### src/rtl/epcs_read_engine.sv
// rtl/epcs_read_engine.sv - EPCS serial flash READ (0x03) engine with a one-byte valid/ready output stream.
// SPI mode 0 master: DCLK is a divided CLOCK_50, DO sampled on rising ticks, DI shifted on falling ticks.
module epcs_read_engine #(
  parameter int CLK_DIV     = 2,
  parameter int CS_HIGH_CYC = 5,
  parameter int LEN_WIDTH   = 16
) (
  input  logic                 CLOCK_50,
  input  logic                 iRst,
  input  logic                 iStart,
  input  logic [23:0]          iAddr,
  input  logic [LEN_WIDTH-1:0] iLen,
  output logic                 oBusy,
  output logic                 oDone,
  output logic [7:0]           oData,
  output logic                 oValid,
  input  logic                 iReady,
  output logic                 oFlash_Clk,
  output logic                 oFlash_nCS,
  output logic                 oFlash_DI,
  input  logic                 iFlash_DO
);

  typedef enum logic [2:0] {
    S_IDLE, S_CMD, S_ADDR, S_DATA, S_STALL, S_END, S_GUARD
  } state_t;

  localparam logic [15:0] DIV_LAST   = 16'(CLK_DIV - 1);
  localparam logic [15:0] GUARD_LAST = 16'(CS_HIGH_CYC - 1);

  state_t               state_q, state_d;
  logic [15:0]          cnt_q, cnt_d;
  logic [4:0]           bit_q, bit_d;
  logic [31:0]          tx_q, tx_d;
  logic [7:0]           rx_q, rx_d;
  logic [LEN_WIDTH-1:0] len_q, len_d;
  logic                 clk_q, clk_d;
  logic                 ncs_q, ncs_d;
  logic [7:0]           data_q, data_d;
  logic                 valid_q, valid_d;
  logic                 pending_q, pending_d;
  logic                 done_q, done_d;
  logic                 busy_q, busy_d;
  logic                 tick, rise, fall, byte_done, hs;

  always_ff @(posedge CLOCK_50 or posedge iRst) begin
    if (iRst) begin
      state_q   <= S_IDLE;
      cnt_q     <= '0;
      bit_q     <= '0;
      tx_q      <= '0;
      rx_q      <= '0;
      len_q     <= '0;
      clk_q     <= 1'b0;
      ncs_q     <= 1'b1;
      data_q    <= '0;
      valid_q   <= 1'b0;
      pending_q <= 1'b0;
      done_q    <= 1'b0;
      busy_q    <= 1'b0;
    end else begin
      state_q   <= state_d;
      cnt_q     <= cnt_d;
      bit_q     <= bit_d;
      tx_q      <= tx_d;
      rx_q      <= rx_d;
      len_q     <= len_d;
      clk_q     <= clk_d;
      ncs_q     <= ncs_d;
      data_q    <= data_d;
      valid_q   <= valid_d;
      pending_q <= pending_d;
      done_q    <= done_d;
      busy_q    <= busy_d;
    end
  end

  always_comb begin
    state_d   = state_q;
    cnt_d     = cnt_q;
    bit_d     = bit_q;
    tx_d      = tx_q;
    rx_d      = rx_q;
    len_d     = len_q;
    clk_d     = clk_q;
    ncs_d     = ncs_q;
    data_d    = data_q;
    valid_d   = valid_q;
    pending_d = pending_q;
    done_d    = 1'b0;
    tick      = (cnt_q == DIV_LAST);
    rise      = 1'b0;
    fall      = 1'b0;
    byte_done = 1'b0;
    hs        = valid_q & iReady;

    if (state_q == S_CMD || state_q == S_ADDR || state_q == S_DATA) begin
      cnt_d = tick ? '0 : cnt_q + 16'd1;
      rise  = tick & ~clk_q;
      fall  = tick & clk_q;
      if (tick) clk_d = ~clk_q;
    end

    if (fall && state_q != S_DATA) begin
      tx_d  = {tx_q[30:0], 1'b0};
      bit_d = bit_q + 5'd1;
    end
    if (rise && state_q == S_DATA) begin
      rx_d  = {rx_q[6:0], iFlash_DO};
      bit_d = bit_q + 5'd1;
      if (bit_q == 5'd7) begin
        byte_done = 1'b1;
        bit_d     = '0;
        len_d     = len_q - LEN_WIDTH'(1);
      end
    end

    // A byte that finds the output register occupied waits in rx_q until the handshake.
    if (hs) valid_d = 1'b0;
    if (hs && pending_q) begin
      data_d    = rx_q;
      valid_d   = 1'b1;
      pending_d = 1'b0;
    end
    if (byte_done) begin
      if (!valid_d) begin
        data_d  = rx_d;
        valid_d = 1'b1;
      end else begin
        pending_d = 1'b1;
      end
    end

    case (state_q)
      S_IDLE: begin
        cnt_d = '0;
        if (iStart) begin
          if (iLen != '0) begin
            state_d = S_CMD;
            ncs_d   = 1'b0;
            tx_d    = {8'h03, iAddr};
            len_d   = iLen;
            bit_d   = '0;
          end else begin
            done_d = 1'b1;
          end
        end
      end
      S_CMD: if (fall && bit_q == 5'd7) begin
        state_d = S_ADDR;
        bit_d   = '0;
      end
      S_ADDR: if (fall && bit_q == 5'd23) begin
        state_d = S_DATA;
        bit_d   = '0;
      end
      S_DATA: if (fall && bit_q == 5'd0) begin
        if (len_q == '0) state_d = S_END;
        else if (pending_d) state_d = S_STALL;
      end
      S_STALL: if (hs) begin
        state_d = S_DATA;
        cnt_d   = '0;
      end
      S_END: begin
        // nCS is held one half-period past the last falling edge before release.
        cnt_d = tick ? '0 : cnt_q + 16'd1;
        if (tick) ncs_d = 1'b1;
        if (ncs_d && !valid_d && !pending_d) begin
          done_d  = 1'b1;
          state_d = S_GUARD;
          cnt_d   = '0;
        end
      end
      S_GUARD: begin
        cnt_d = cnt_q + 16'd1;
        if (cnt_q == GUARD_LAST) begin
          state_d = S_IDLE;
          cnt_d   = '0;
        end
      end
      default: state_d = S_IDLE;
    endcase
  end

  assign busy_d     = (state_d != S_IDLE);
  assign oBusy      = busy_q;
  assign oDone      = done_q;
  assign oData      = data_q;
  assign oValid     = valid_q;
  assign oFlash_Clk = clk_q;
  assign oFlash_nCS = ncs_q;
  assign oFlash_DI  = tx_q[31];

endmodule

### config.mk
export PLATFORM = sky130hd
export DESIGN_NAME = epcs_read_engine
export DESIGN_NICKNAME = d
export VERILOG_FILES = /design/src/rtl/epcs_read_engine.sv
export SDC_FILE = /design/constraint.sdc
export NUM_CORES = 1
export LEC_CHECK = 0
export ABC_AREA = 1
export CAP_MARGIN = 20
export CORE_UTILIZATION = 55
export DETAILED_ROUTE_END_ITERATION = 16
export GPL_ROUTABILITY_DRIVEN = 0
export HOLD_SLACK_MARGIN = 0.06
export PLACE_DENSITY = 0.83
export REMOVE_ABC_BUFFERS = 1
export SETUP_SLACK_MARGIN = 0.4
export SYNTH_ARGS = -nofsm -noshare
export SYNTH_HDL_FRONTEND = slang
export SYNTH_SLANG_ARGS = --single-unit
### constraint.sdc
create_clock -name CLOCK_50 -period 5.68 [get_ports CLOCK_50]
set_input_delay 0.568 -clock CLOCK_50 [delete_from_list [all_inputs] [get_ports CLOCK_50]]
set_output_delay 0.568 -clock CLOCK_50 [all_outputs]
set_load 0.005 [all_outputs]
-- After elaboration in Yosys (flattened, before gate mapping)
Index checks and enable logic that the tools add are counted.
- bits in registers: 94
- word-level logic and storage cells: 110
- reduce and logical (&&, ||, !) cells: 20
- mux-type cells: 57
- add/subtract/negate cells: 3
- equal/unequal tests: 13
- bitwise gates (word level): 4
- operator list (cell ; number):
    2-to-1 mux 16 bit ; 10
    2-to-1 mux 32 bit ; 4
    one-hot mux 16 bit (4 select lines) ; 1
    2-to-1 mux 5 bit ; 7
    2-to-1 mux 8 bit ; 4
    2-to-1 mux 3 bit ; 10
    one-hot mux 3 bit (7 select lines) ; 1
    2-to-1 mux 1 bit ; 17
    adder 16 x 1 -> 16 bit (second input constant) ; 1
    equality test 16 x 1 -> 1 bit (second input constant) ; 1
    equality test 16 x 3 -> 1 bit (second input constant) ; 1
    logical NOT 16 bit ; 1
    nonzero test 16 bit ; 1
    subtractor 16 x 1 -> 16 bit (second input constant) ; 1
    one-hot mux 5 bit (3 select lines) ; 1
    equality test 3 bit (second input constant) ; 3
    logical AND 1 bit ; 8
    equality test 3 x 2 -> 1 bit (second input constant) ; 2
    adder 5 x 1 -> 5 bit (second input constant) ; 1
    equality test 5 x 3 -> 1 bit (second input constant) ; 1
    equality test 5 bit (second input constant) ; 1
    logical NOT 5 bit ; 1
    != test 2 bit (second input constant) ; 2
    one-hot mux 1 bit (2 select lines) ; 2
    11 further kinds ; 15

-- Logic depth before layout (Yosys ltp)
- depth in word-level cells: 13
- depth in mapped cells: 15
- depth with buffers taken out: 15

-- Worst setup path before layout
OpenSTA, ideal clock, no wires.
- kind: register to register
- start point: register cnt_q[1]
- end point: register data_q[6] (netlist: oData[6])
- period minus slack after synthesis: 1924 ps
- data arrival time: 1799 ps
- setup time: 125 ps
- stages on the path, launching flop included: 11
- path slack: 3756 ps
- data required time: 5555 ps
- cells stage by stage: dfrtp_1 > inv_1 > ha_1 > nand2_1 > nor2_2 > nand3_2 > nor2_2 > nand3_2 > buf_4 > nor2_4 > mux2_2
- word-level cells in the longest chain between the ends: 7
- elaborated cells between the ends (all ways): 8
- ends and longest elaborated chain (item ; line ; source):
    start, declared ; 32 ; logic [15:0] cnt_q, cnt_d;
    start signal, assigned ; 63 ; cnt_q <= cnt_d;
    equality test 16 x 1 -> 1 bit (*) ; 91 ; tick = (cnt_q == DIV_LAST);
    AND 1 bit (*) ; 99 ; rise = tick & ~clk_q;
    2-to-1 mux 1 bit (*) ; 97 ; if (state_q == S_CMD || state_q == S_ADDR || state_q == S_DATA) begin
    logical AND 1 bit (*) ; 108 ; if (rise && state_q == S_DATA) begin
    2-to-1 mux 8 bit ; 108 ;
    2-to-1 mux 8 bit ; 126 ; if (!valid_d) begin
    2-to-1 mux 8 bit (*) ; 125 ; if (byte_done) begin
    named net data_d[6] ; 39 ; logic [7:0] data_q, data_d;
    end signal, assigned ; 70 ; data_q <= data_d;
    end, declared ; 39 ;
The timed path passes the listed nets; every way through them passes the cells marked *.
A chain may end at the register's enable or synchronous reset.

-- Worst setup path in the final report
- start point: register state_q[2]
- end point: register bit_q[4]
- word-level cells in the longest chain between the ends: 10
- elaborated cells between the ends (all ways): 20
- ends and longest elaborated chain (item ; line ; source):
    start, declared ; 31 ; state_t state_q, state_d;
    start signal, assigned ; 62 ; state_q <= state_d;
    equality test 3 x 1 -> 1 bit / equality test 3 x 2 -> 1 bit (equally long branches) ; 97, 134 ;
    logical OR 1 bit (2 in series) ; 97 ;
    2-to-1 mux 1 bit ; 97 ;
    logical AND 1 bit ; 104 ; if (fall && state_q != S_DATA) begin
    2-to-1 mux 5 bit ; 104 ;
    2-to-1 mux 5 bit ; 108 ;
    2-to-1 mux 5 bit ; 138 ; if (iLen != '0) begin
    2-to-1 mux 5 bit ; 137 ; if (iStart) begin
    one-hot mux 5 bit (3 select lines) (*) ; 134 ; case (state_q)
    named net bit_d[4] ; 33 ; logic [4:0] bit_q, bit_d;
    end signal, assigned ; 64 ; bit_q <= bit_d;
    end, declared ; 33 ;
Marks and branches as above.

==> results.py <==
metrics = {
    "status": {
        "outcome": "complete, no violations",
    },
    "timing": {
        "finalSetupViolCount": 0,
        "min_period_ns": 3.25,
        "slew_violations": 0,
        "finalCritPeriodShare_pct": 57.2,
        "finalHoldViolCount": 0,
        "fin_worst_skew_ns": 0.0131,
        "maxSlewHeadroom_pct": 45.9,
        "rsz0062_at_grt": "no",
        "tns_ns": 0,
        "max_freq_ghz": 0.308,
        "worst_pin_slew_ns": 0.812,
    },
    "grt": {
        "grt_max_degree": 79,
        "grt_pass1_wl_um": 20800,
        "antenna_found_initial": 0,
        "grt_overflow_total": 0,
        "grt_pass1_vias": 4481,
        "track_usage_pct": 25.9,
    },
    "setup_path": {
        "reg2reg_slack_ns": 2.43,
        "path_class": "register to register",
        "endpoint_kind": "register",
        "critPathLaunch": "state_q[2]$_DFF_PP0_",
        "critPathLaunchType": "register",
        "path_max_fanout": 34,
        "reg2reg_from": "state_q[2]$_DFF_PP0_",
        "required_ns": 5.96,
        "arrival_ns": 3.53,
    },
    "yosys": {
        "syn_inst": 677,
        "synth_top_area_share_pct": 43.9,
        "syn_avg_cell_area_um2": 7.83,
        "ys_top_cells_by_count": "nand2_1 (186), dfrtp_1 (93), nor2_1 (78), inv_1 (64), o21ai_0 (34)",
        "yosysUniqueCellTypes": 44,
        "yosys.area.top_type": "dfrtp_1",
        "synth-seq-cells": 94,
        "ys_top_cells_by_area": "dfrtp_1 (44%), nand2_1 (13%), nor2_1 (5.5%)",
        "synth-edff-count": 0,
        "synth_area_um2": 5300,
        "synth_warnings": 0,
        "ys_seq_area_share_pct": 44.4,
        "synth-async-reset-ratio_pct": 100,
        "yosys_most_used_dff": "dfrtp_1",
        "synth_most_common_cell": "nand2_1",
    },
    "clocking": {
        "ctsHoldBuffers": 0,
        "cts_tree": "done",
        "ctsResizeCount": 0,
        "cts-htree-levels": 3,
        "clock_latency_ns": 0.36,
        "clkSinkCount": 94,
        "cts.path.max_buffers": 2,
        "root_buffer": "clkbuf_8",
        "clk_pin_slew_ns": 0.10,
        "postCtsSetupBuffers": 0,
        "numCtsBuffers": 9,
    },
    "floorplan": {
        "core-area_um2": 9280,
        "io_pins": 59,
        "fp.dieH_um": 100,
        "fp.dieArea_um2": 10000,
        "start_util_pct": 57.1,
        "die_width_um": 100,
        "row_count": 35,
    },
    "route": {
        "wl_per_cell_um": 13.8,
        "via_per_inst": 5.44,
        "drtPass1Iterations": 5,
        "drtIter0Drc": 324,
        "vias": 4668,
        "drc": 0,
        "final_antenna_net_count": 0,
        "wirelength_um": 11800,
    },
    "power_and_ir_drop": {
        "ir_drop_mv": 0.197,
        "p_leak_nw": 2.84,
        "powerDensity_nw_per_um2": 425,
    },
    "worst_hold_path": {
        "holdCritPathClass": "register to register",
        "hold_path.startpoint": "tx_q[25]$_DFF_PP0_",
    },
    "cells_and_area": {
        "finalNonFillerCells": 858,
        "multi_input_area_um2": 2570,
        "nets": 775,
        "fin_area_um2": 6150,
        "final-seq-area_um2": 2350,
        "nFillCells": 782,
        "drive_above_1_share_pct": 8.37,
        "antennaDiodeCount": 0,
        "area_growth_pct": 16.1,
    },
    "place": {
        "port_buffers": 58,
        "place_inst": 842,
        "dpl.hpwl_um": 8200,
        "place_area_um2": 5950,
    },
    "job": {
        "drv_cap": 0,
    },
}
[worst max-delay path, cell delays in order, from the launching register on]
cell and delay, ns:
dfrtp_1 0.51, nor2_4 0.51, inv_2 0.26, nor2_8 0.21
nand2_2 0.10, nor2_4 0.56, inv_2 0.44, nand2_4 0.21
nand3_1 0.09, clkinv_1 0.07, o21ai_1 0.06, a21oi_1 0.14
[cell type report]
class	count	share of cell area (%)
inverters	70	4.29
well taps	129	2.62
flip-flops and latches	94	38.2
multi-input cells	489	41.8
clock inverters	7	1.34
repair buffers	60	9.68
clock buffers	9	2.01
[power breakdown]
part	internal [mW]	total (mW)	switching, mW
Combinational	0.395	1.10	0.706
Clock	0.210	0.462	0.253
Sequential	0.877	1.05	0.173
Total	1.48	2.61	1.13
[placed cells by master (no fill, tap or decap), types with 2 or more instances in the layout]
cell type and n:
mux2i_1 7, ha_1 6, clkinv_4 2, nand3_2 3, nand3_1 24, nor2_1 78
nor3_1 15, xor2_1 16, dfrtp_1 93, a31oi_1 25, o21ai_0 34, clkbuf_8 9
nor3_2 2, nor4_1 5, o211ai_1 12, xnor2_1 6, nand2_1 185, nand3b_1 3
a21oi_1 14, nor2_2 3, o21ai_1 8, nor2_4 7, nand2_4 2, inv_1 63
buf_4 2, clkdlybuf4s50_1 58, nand2_2 2, o21ai_2 8, inv_2 5, nand4_1 12
a21oi_2 2, clkinvlp_4 2
[sequential cells by signal (all words and copies together) (netlist names), 3 cells and up]
register and cells:
rx_q 8, state_q 3, cnt_q 16, len_q 16
bit_q 5, tx_q 32, oData 8
[layer usage]
metal  global-route usage (%)  routed length, µm
met1                     35.0               5370
met2                     42.6               5700
met3                     4.46                611
met4                     8.58                155
met5                        0                  0
[final timing paths]
path                                      end  cells after the start
setup / recovery           bit_q[4]$_DFF_PP0_                     11
hold reg to reg            tx_q[25]$_DFF_PP0_                      2
setup reg to reg           bit_q[4]$_DFF_PP0_                     11
min in group asynchronous  len_q[2]$_DFF_PP0_                      2
max in group asynchronous  bit_q[0]$_DFF_PP0_                      3
hold / removal             tx_q[25]$_DFF_PP0_                      2
[logic make-up after synthesis]
logic type / synth area share, %
and+or+nand+nor: 30.0
AOI/OAI and AO/OA: 11.9
buffers and inverters: 7.13
DFF: 44.4
xor gates and xnor gates: 3.63
muxes: 1.53
adders and majority gates: 1.42
[stage by stage]
stage	hold WS [ns]	utilization, %	worst slack (ns)	power [mW]
final	0.507	66.3	2.43	2.61
after global routing	0.539	66.3	2.15	2.84
after CTS	0.505	66.3	2.47	2.62
after detailed placement	0.475	64.1	2.51	2.15
after global placement	0.471	64.1	2.61	2.09
after floorplan	0.452	-	2.63	1.87
No activity file was read; power rests on OpenSTA's default activity.
